### config.mk
export PLATFORM = sky130hd
export DESIGN_NAME = shared_val_arbiter
export DESIGN_NICKNAME = d
export VERILOG_FILES = /design/src/rtl/shared_val_arbiter.sv
export SDC_FILE = /design/constraint.sdc
export NUM_CORES = 1
export LEC_CHECK = 0
export ABC_AREA = 1
export ABC_CLOCK_PERIOD_IN_PS = 2100
export CORE_AREA = 2 2 103 105
export DETAILED_ROUTE_END_ITERATION = 16
export DIE_AREA = 0 0 105 107
export GPL_ROUTABILITY_DRIVEN = 0
export GPL_TIMING_DRIVEN = 0
export PLACE_DENSITY = 0.92
export SKIP_CTS_REPAIR_TIMING = 1
export SYNTH_ARGS = -nofsm -noshare
export SYNTH_HDL_FRONTEND = slang
export SYNTH_SLANG_ARGS = --single-unit
### constraint.sdc
create_clock -name clk -period 2.1 [get_ports clk]
set_input_delay 0.42 -clock clk [delete_from_list [all_inputs] [get_ports clk]]
set_output_delay 0.42 -clock clk [all_outputs]
set_load 0.01 [all_outputs]
### src/rtl/shared_val_arbiter.sv
// Round-robin arbiter that sequences write access to a shared value register.
// It exposes the register as the full word, bit 0 and the upper half.
module shared_val_arbiter #(
    parameter int NUM_REQ = 4,
    parameter int WIDTH   = 32
) (
    input  logic                     clk,
    input  logic                     rst_n,
    input  logic [NUM_REQ-1:0]       req,
    input  logic [2*NUM_REQ-1:0]     wr_mode,
    input  logic [WIDTH*NUM_REQ-1:0] wr_data,
    output logic [NUM_REQ-1:0]       gnt,
    output logic                     done,
    output logic                     busy,
    output logic [WIDTH-1:0]         val_out,
    output logic                     bit0_out,
    output logic [WIDTH/2-1:0]       hi_out,
    output logic                     val_valid
);

    localparam int IDX_W = $clog2(NUM_REQ);

    typedef enum logic [1:0] {IDLE, GRANT, UPDATE, ACK} state_t;

    state_t           state;
    state_t           state_nxt;
    logic [IDX_W-1:0] ptr;
    logic [IDX_W-1:0] win;
    logic [IDX_W-1:0] pick;
    logic [1:0]       mode_q;
    logic [WIDTH-1:0] data_q;
    logic [WIDTH-1:0] val;
    int               cand;

    // Scan offsets high to low so the requester closest to ptr is assigned last and wins.
    always_comb begin
        pick = ptr;
        cand = 0;
        for (int k = NUM_REQ - 1; k >= 0; k--) begin
            cand = int'(ptr) + k;
            if (cand >= NUM_REQ) cand = cand - NUM_REQ;
            if (req[cand]) pick = IDX_W'(cand);
        end
    end

    always_comb begin
        state_nxt = state;
        case (state)
            IDLE:    if (|req) state_nxt = GRANT;
            GRANT:   state_nxt = UPDATE;
            UPDATE:  state_nxt = ACK;
            ACK:     state_nxt = IDLE;
            default: state_nxt = IDLE;
        endcase
    end

    always_ff @(posedge clk or negedge rst_n) begin
        if (!rst_n) begin
            state     <= IDLE;
            gnt       <= '0;
            done      <= 1'b0;
            val       <= '0;
            val_valid <= 1'b0;
            ptr       <= '0;
            win       <= '0;
        end else begin
            state <= state_nxt;
            done  <= (state == UPDATE);
            case (state)
                IDLE: begin
                    if (|req) begin
                        win <= pick;
                        gnt <= {{(NUM_REQ-1){1'b0}}, 1'b1} << pick;
                    end
                end
                GRANT: begin
                    ptr <= (int'(win) == NUM_REQ - 1) ? '0 : win + 1'b1;
                end
                UPDATE: begin
                    gnt <= '0;
                    case (mode_q)
                        2'b00:   val <= data_q;
                        2'b01:   val[WIDTH-1:WIDTH/2] <= data_q[WIDTH-1:WIDTH/2];
                        2'b10:   val[0] <= data_q[0];
                        default: ;
                    endcase
                end
                ACK: begin
                    if (mode_q != 2'b11) val_valid <= 1'b1;
                end
                default: ;
            endcase
        end
    end

    // Winner's mode and data are captured once; later changes on the inputs are ignored.
    always_ff @(posedge clk) begin
        if (state == GRANT) begin
            mode_q <= wr_mode[2*win +: 2];
            data_q <= wr_data[WIDTH*win +: WIDTH];
        end
    end

    assign busy     = (state != IDLE);
    assign val_out  = val;
    assign bit0_out = val[0];
    assign hi_out   = val[WIDTH-1:WIDTH/2];

endmodule

## Yosys cells after proc, flatten, opt, wreduce, memory -nomap -nowiden

Cells that the tools add are included.

- Register bits: 78
- Bits of input ports: 142
- Output and inout port bits: 56
- Word-level logic and storage cells: 76

- $add $sub $neg: 8
- Order comparisons: 8
- Eq/ne operators: 8
- Shifts and indexed selects: 3
- Multiplexer cells: 25
- Reduce and logical (&&, ||, !) cells: 13

Operators with widths:

| kind | number |
|---|---|
| < comparator 32 x 4 -> 1 bit (second input constant) | 4 |
| two-way mux 32 bit | 4 |
| variable part select 128 x 8 -> 32 bit | 1 |
| two-way mux 2 bit | 6 |
| AND reduction 2 bit | 6 |
| subtractor 3 x 3 -> 4 bit (second input constant) | 3 |
| greater-or-equal comparator 3 bit (second input constant) | 3 |
| binary-select mux 1 bit (select 2 bit) | 4 |
| two-way mux 1 bit | 8 |
| case mux 2 bit (4 select lines) | 1 |
| case mux 4 bit (2 select lines) | 1 |
| variable part select 8 x 4 -> 2 bit | 1 |
| adder 2 x 2 -> 3 bit (second input constant) | 2 |
| equality test 2 x 1 -> 1 bit (second input constant) | 3 |
| equality test 2 bit (second input constant) | 3 |
| zero test 2 bit | 2 |
| two-way mux 4 bit | 1 |
| != test 2 bit (second input constant) | 2 |
| nonzero test 2 bit | 2 |
| OR reduction 2 bit | 2 |
| OR reduction 4 bit | 1 |
| left shift 1 x 2 -> 4 bit (first input constant) | 1 |
| subtractor 2 x 3 -> 4 bit (second input constant) | 1 |
| adder 2 x 1 -> 3 bit (second input constant) | 1 |
| other kinds (2) | 2 |

## Longest topological paths before layout

Gate-level depths: netlist of run 1.

- Depth after elaboration: 13
- Mapped depth: 13

## Worst setup path before layout of run 1

No wires, ideal clock.

- Kind: register to register
- Start point: register state[1]
- End point: register data_q[0] (enable)
- Data arrival time: 1.427 ns
- Required time: 1.703 ns
- Setup slack: 0.275 ns
- Cell stages (with the launch flop): 3
- Period minus slack after synthesis: 1.825 ns
- Path through: dfrtp_1 > inv_1 > ha_1

- Word-level cells in the longest chain between the ends: 1

RTL lines:

| what | line | RTL |
|---|---|---|
| start: declaration | 25 | `state_t state;` |
| start signal: assignment | 67 | `state <= state_nxt;` |
| equality test 2 x 1 -> 1 bit | 98 | `if (state == GRANT) begin` |
| end signal: assignment | 100 | `data_q <= wr_data[WIDTH*win +: WIDTH];` |
| end: declaration | 31 | `logic [WIDTH-1:0] data_q;` |

Every way passes these cells.
A chain may end at the register's enable or synchronous reset.

## Worst setup path after layout of run 1

- Start point: register win[1]
- End point: register data_q[9] (data pin)

- Word-level cells in the longest chain between the ends: 1

RTL lines:

| what | line | RTL |
|---|---|---|
| start: declaration | 28 | `logic [IDX_W-1:0] win;` |
| start signal: assignment | 72 | `win <= pick;` |
| variable part select 128 x 8 -> 32 bit | 100 |  |

Every way passes these cells.

==> results of run 1 <==
## state kept, by name, indices dropped and copies added, names as in the netlist
signal	count
mode_q	2
gnt	4
data_q	32
val_valid	1
win	2
done	1
state	2
val_out	32
ptr	2
## worst min path at each step
stage / start / to / slack, ns / cells past startpoint
after global routing: rst_n / val_out[11] / 0.04 / 1
after CTS: rst_n / val_out[11] / 0.02 / 1
final: rst_n / val_out[11] / 0.02 / 1
after floorplan: rst_n / done / 0.12 / 0
after detailed placement: rst_n / val_out[11] / 0.40 / 1
after global placement: val_valid / val_valid / 0.45 / 2
## power groups by stage
stage          clock network [mW]  registers (mW)  logic [mW]
3_3_place_gp                    0            2.87        4.75
6_report                     1.33            2.86        5.02
5_1_grt                      1.43            2.94        5.41
3_5_place_dp                    0            2.90        5.01
2_1_floorplan                   0            2.96        2.64
4_1_cts                      1.37            2.87        5.03
## cells in the mapped netlist
master    number  area, sq um
a31oi_1        1         6.26
inv_1         18         67.6
ha_1           6         75.1
nand2_2       11         68.8
nor2_1        72          270
buf_2          5         25.0
nand2_1       34          128
nor2_2         1         6.26
o21ai_2        2         17.5
o22ai_1       35          219
nand2_4        2         22.5
buf_4         19          143
mux2_2        31          349
buf_6          1         11.3
edfxtp_1      34         1020
nand4_1        3         18.8
inv_2          1         3.75
clkbuf_1      14         52.6
nand3_2        2         20.0
inv_8          1         11.3
buf_1          3         11.3
dfrtp_1       44         1100
a21oi_1        1         5.00
o21ai_1        1         5.00
o21ai_0       76          380
nand3_1        7         35.0
## worst register-to-register path: stages (launching register included)
cell and delay, ns:
dfrtp_1 0.54, inv_1 0.30, clkbuf_1 0.42, o21ai_0 0.23, o22ai_1 0.25
## routing by layer
layer | wire (microns) | vias to the layer above | track usage
met2 | 7050 | 219 | 0.438
met1 | 5030 | 1952 | 0.264
li1 | - | 1876 | -
met3 | 994 | 23 | 0.0377
met4 | 269 | 0 | 0.0895
met5 | 0 | - | 0
## cell families (layout without fill, tap and decap cells)
| family | count (synthesis) | in the layout |
|---|---|---|
| flops | 78 | 78 |
| mux | 31 | 31 |
| simple gates | 132 | 132 |
| fa+ha+maj | 6 | 6 |
| compound gates | 116 | 116 |
| buf+inv | 62 | 277 |
## cell type report
type                       instances  area (sq um)
clock inverter                     5           106
timing repair buffer             199          2010
buffer                            42           243
fill                             837          3600
clock buffer                      11           131
tap                              136           170
multi-input combinational        285          1630
sequential                        78          2120
inverter                          20          82.6
## through the flow
step                setup slack, ns  hold slack [ns]  setup TNS (ns)  total power, mW  instance area, sq um
floorplan                     0.275            0.124               0             5.59                  4070
global placement             -0.693            0.451          -38.19             7.61                  6220
detailed placement            0.140            0.399               0             7.91                  6250
CTS                         -0.0228           0.0232         -0.0228             9.26                  6490
global route                 0.0646           0.0389               0             9.78                  6490
finish                        0.172           0.0246               0             9.21                  6490
==> reports/summary.txt, run 1 <==
Htree depth - 3
Total of max-cap violations - 0
Core area - 10,100 sq um
Worst-Skew Late Latency - 0.33 ns
CP Capture Type - flop
PwrDens - 1420 nW/um^2
Post-Synthesis Cells - 425
Detailed Routing Iterations Pass 1 - 5
Placed insts - 760
F_max - 0.519 GHz
Fin crit period - 1.93 ns
FF-to-FF Start - win[1]
Final Hold Viols - 0
CTS clk-pin slew, worst paths - 0.08 ns
Syn Area/Cell - 9.59 sq um
CP max FO - 10
Post-synthesis sequential area ratio - 0.521
Post-synthesis net count - 573
CP delay by family, top - buffers and inverters
Flop pwr share - 0.310
Max_slew headroom - 0.569
CTS Buf Count - 9
Combinational family with the most area after synthesis - compound AO/OA/AOI/OAI gates
Crit path capture - data_q[9]
Post-Synth Simple-Gate Area - 0.140
Number of distinct library cells after synthesis - 26
Core Rows - 37
Finished Layout Cells - 776
Most frequent cells in the layout - clkdlybuf4s50_1 (195), o21ai_0 (76), nor2_1 (72), dfrtp_1 (44), o22ai_1 (35)
Post-route ant nets - 0
Via/cell ratio - 5.24
Skew final - 0.00952 ns
Chip width - 105 microns
Outcome - complete, no violations
Startpoint Class - flop
Final Util - 0.643
Sw frac - 0.381
WP depth - 4
GRT Util Overall - 0.233
CTS tree - yes
Global-route wire length before repair - 20.3 mm
Slew Viols, Final - 0
Crit path DAT - 2.07 ns
IO Pins - 198
Die Height - 107 microns
Clock network fraction of design power - 0.144
R2R Path End - data_q[9]
DIE AREA - 11,200 sq um
Deepest clock path buffer count - 2
Wirelength per Cell - 17.2 microns
Final Cycle Share - 0.918
Worst path bufs/invs - 2
Worst slew pin tran - 0.646 ns
Root buf cell - clkbuf_8
Vias in the first global route - 4,132
DRC violation count after routing - 0
R2R setup slack - 0.17 ns
WP data required - 2.24 ns
Total clock sinks - 78
Combinational share of power - 0.545
VDD IR max - 641 uV
Synth Register Bits - 78
Vias - 4,070
Final nets - 783
Crit-path cells - inv_1, clkbuf_1, o21ai_0, o22ai_1
Post-Synth Adder-Cell Area - 0.0184
Post-synthesis instance area - 4070 sq um
IO Port Bufs - 197
Area Overhead vs Synth - 59.4%
RSZ-0062 raised after global routing - no
Most common cell after layout, fill and taps aside - clkdlybuf4s50_1
Min-delay worst type - input pin to async pin
Initial antenna violation count - 0
CP startpoint - win[1]
Compound-Gate Fraction of Synth Area - 0.155
Critical path's slowest cell - dfrtp_1
DP HPWL - 10.2 mm
Crit-path max cell delay - 0.54 ns
Post-synthesis mux area share - 0.0857
Synth Area in XOR/XNOR - 0
Total grt overflow - 0
YS warnings - 0
Largest net degree at the start of global routing - 32
Initial core utilization - 0.404
WS Path Type - flop to flop
Fraction of layout cells with a size suffix above 1 - 0.147
P_leak - 2.62 nW
Pint - 5.69 mW
Worst Reg-to-Reg Cells - 4
WL final - 13.3 mm
Initial DRC Count - 297
P_sw - 3.51 mW
Setup violations, final - 0
# diodes - 0
No activity file was read; power rests on OpenSTA's default activity.
==> run 2: changes to the inputs <==
==> constraint.sdc (replaced) <==
create_clock -name clk -period 2.1 [get_ports clk]
set_input_delay 0.42 -clock clk [delete_from_list [all_inputs] [get_ports clk]]
set_output_delay 0.42 -clock clk [all_outputs]
set_load 0.005 [all_outputs]
==> run 2 against run 1 <==
Effect of this change:
- combinational power is 4% lower
- total power is 2.0% lower
- largest power group unchanged
- worst setup slack got worse by 0.0074 ns
- critical path depth grew 2
- clock power hardly changed
- global-route usage unchanged
==> reports/summary.txt, run 2 (same netlist as run 1, synthesis figures left out) <==
Outcome - complete, no violations (unchanged)
Core area - 10,100 sq um (unchanged)
Hold slack - 0.0217 ns (was 0.0246 ns)
Final Cycle Share - 0.922 (was 0.918)
Largest net degree at the start of global routing - 32 (unchanged)
CTS clk-pin slew, worst paths - 0.08 ns (about the same)
DIE AREA - 11,200 sq um (unchanged)
CP max FO - 10 (unchanged)
Via/cell ratio - 5.23 (was 5.24)
Vias - 4,061 (was 4,070)
Root buf cell - clkbuf_8 (unchanged)
Max_slew headroom - 0.552 (was 0.569)
Total clock sinks - 78 (unchanged)
Total grt overflow - 0 (unchanged)
Skew final - 0.0104 ns (was 0.00952 ns)
Post-route cell area - 6500 sq um (was 6490 sq um)
WL final - 13.4 mm (was 13.3 mm)
Crit path DAT - 2.15 ns (was 2.07 ns)
DP HPWL - 10.2 mm (unchanged)
IO Pins - 198 (unchanged)
Vias in the first global route - 4,132 (unchanged)
P_leak - 2.62 nW (about the same)
Area of the multi-input gates - 1630 sq um (unchanged)
Fraction of layout cells with a size suffix above 1 - 0.148 (was 0.147)
Area Overhead vs Synth - 59.6% (was 59.4%)
CP startpoint - state[0] (was win[1])
Chip width - 105 microns (unchanged)
Global-route wire length before repair - 20.3 mm (unchanged)
Worst slew pin tran - 0.673 ns (was 0.646 ns)
Htree depth - 3 (unchanged)
CP Capture Type - flop (unchanged)
Slew Viols, Final - 0 (unchanged)
RSZ-0062 raised after global routing - no (unchanged)
FF-to-FF Start - state[0] (was win[1])
GRT Util Overall - 0.233 (unchanged)
VDD IR max - 636 uV (was 641 uV)
WP data required - 2.32 ns (was 2.24 ns)
PwrDens - 1390 nW/um^2 (was 1420 nW/um^2)
Final Hold Viols - 0 (unchanged)
R2R Path End - val_out[27] (was data_q[9])
Total of max-cap violations - 0 (unchanged)
Initial antenna violation count - 0 (unchanged)
R2R setup slack - 0.16 ns (was 0.17 ns)
Die Height - 107 microns (unchanged)
Deepest clock path buffer count - 2 (unchanged)
Placed standard-cell area - 6250 sq um (unchanged)
Detailed Routing Iterations Pass 1 - 6 (was 5)
WS Path Type - flop to flop (unchanged)
Worst-Skew Late Latency - 0.33 ns (about the same)
Finished Layout Cells - 777 (was 776)
Post-route ant nets - 0 (unchanged)
Initial DRC Count - 279 (was 297)
CTS Buf Count - 9 (unchanged)
Min-delay worst type - input pin to async pin (unchanged)
# diodes - 0 (unchanged)
IO Port Bufs - 197 (unchanged)
Final Power - 9.02 mW (was 9.21 mW)
Most frequent cells in the layout - clkdlybuf4s50_1 (195), o21ai_0 (76), nor2_1 (72), dfrtp_1 (44), o22ai_1 (35) (unchanged)
Initial core utilization - 0.404 (unchanged)
Most common cell after layout, fill and taps aside - clkdlybuf4s50_1 (unchanged)
Final nets - 784 (was 783)
Placed insts - 760 (unchanged)
Wirelength per Cell - 17.2 microns (about the same)
FF+latch area - 2120 sq um (unchanged)
Fin crit period - 1.94 ns (was 1.93 ns)
Worst Reg-to-Reg Cells - 6 (was 4)
Fillers - 837 (unchanged)
Setup violations, final - 0 (unchanged)
Core Rows - 37 (unchanged)
DRC violation count after routing - 0 (unchanged)
CTS tree - yes (unchanged)
F_max - 0.517 GHz (was 0.519 GHz)
Startpoint Class - flop (unchanged)
[run 2: cell types whose count changed in the layout (fill, tap and decap cells not counted)]
cell,change
buf_4,+1
[run 2: metrics by stage]
stage | setup TNS, ns | setup WS, ns | util
final | 0 | 0.165 | 0.644
after global routing | 0 | 0.0646 | 0.644
after CTS | 0 | 0.0112 | 0.643
after detailed placement | 0 | 0.140 | 0.620
after global placement | -38.19 | -0.693 | 0.616
after floorplan | 0 | 0.275 | -
[run 2: critical path, cell delays in order (launching register included)]
cell and delay (ns):
dfrtp_1 0.38, inv_1 0.10, ha_1 0.22, buf_4 0.16
nand2_1 0.34, buf_4 0.27, mux2_2 0.35
[run 2: area by class of cell]
class	count	area share
clock buffer	11	0.0202
timing repair buffer	200	0.310
multi-input combinational	285	0.251
inverter	20	0.0127
tap	136	0.0262
buffer	42	0.0373
clock inverter	5	0.0164
sequential	78	0.326
[run 2: worst max path at each step]
stage	end	slack [ns]	depth (start not counted)
floorplan	data_q[0]	0.28	2
CTS	busy	0.01	4
detailed placement	val_out[28]	0.14	6
finish	val_out[27]	0.16	6
global placement	val_out[5]	-0.69	1
global route	data_q[9]	0.06	4
[run 2: where the power goes]
group          internal (mW)  leakage [nW]  switching (mW)
clock network          0.796         0.114           0.543
logic                   2.42          1.66            2.41
registers               2.49         0.847           0.372
total                   5.70          2.62            3.32
[run 2: layer usage]
metal / wire [microns] / global-route usage
met1: 5050 / 0.264
met2: 6910 / 0.438
met3: 1100 / 0.0377
met4: 323 / 0.0895
met5: 0 / 0
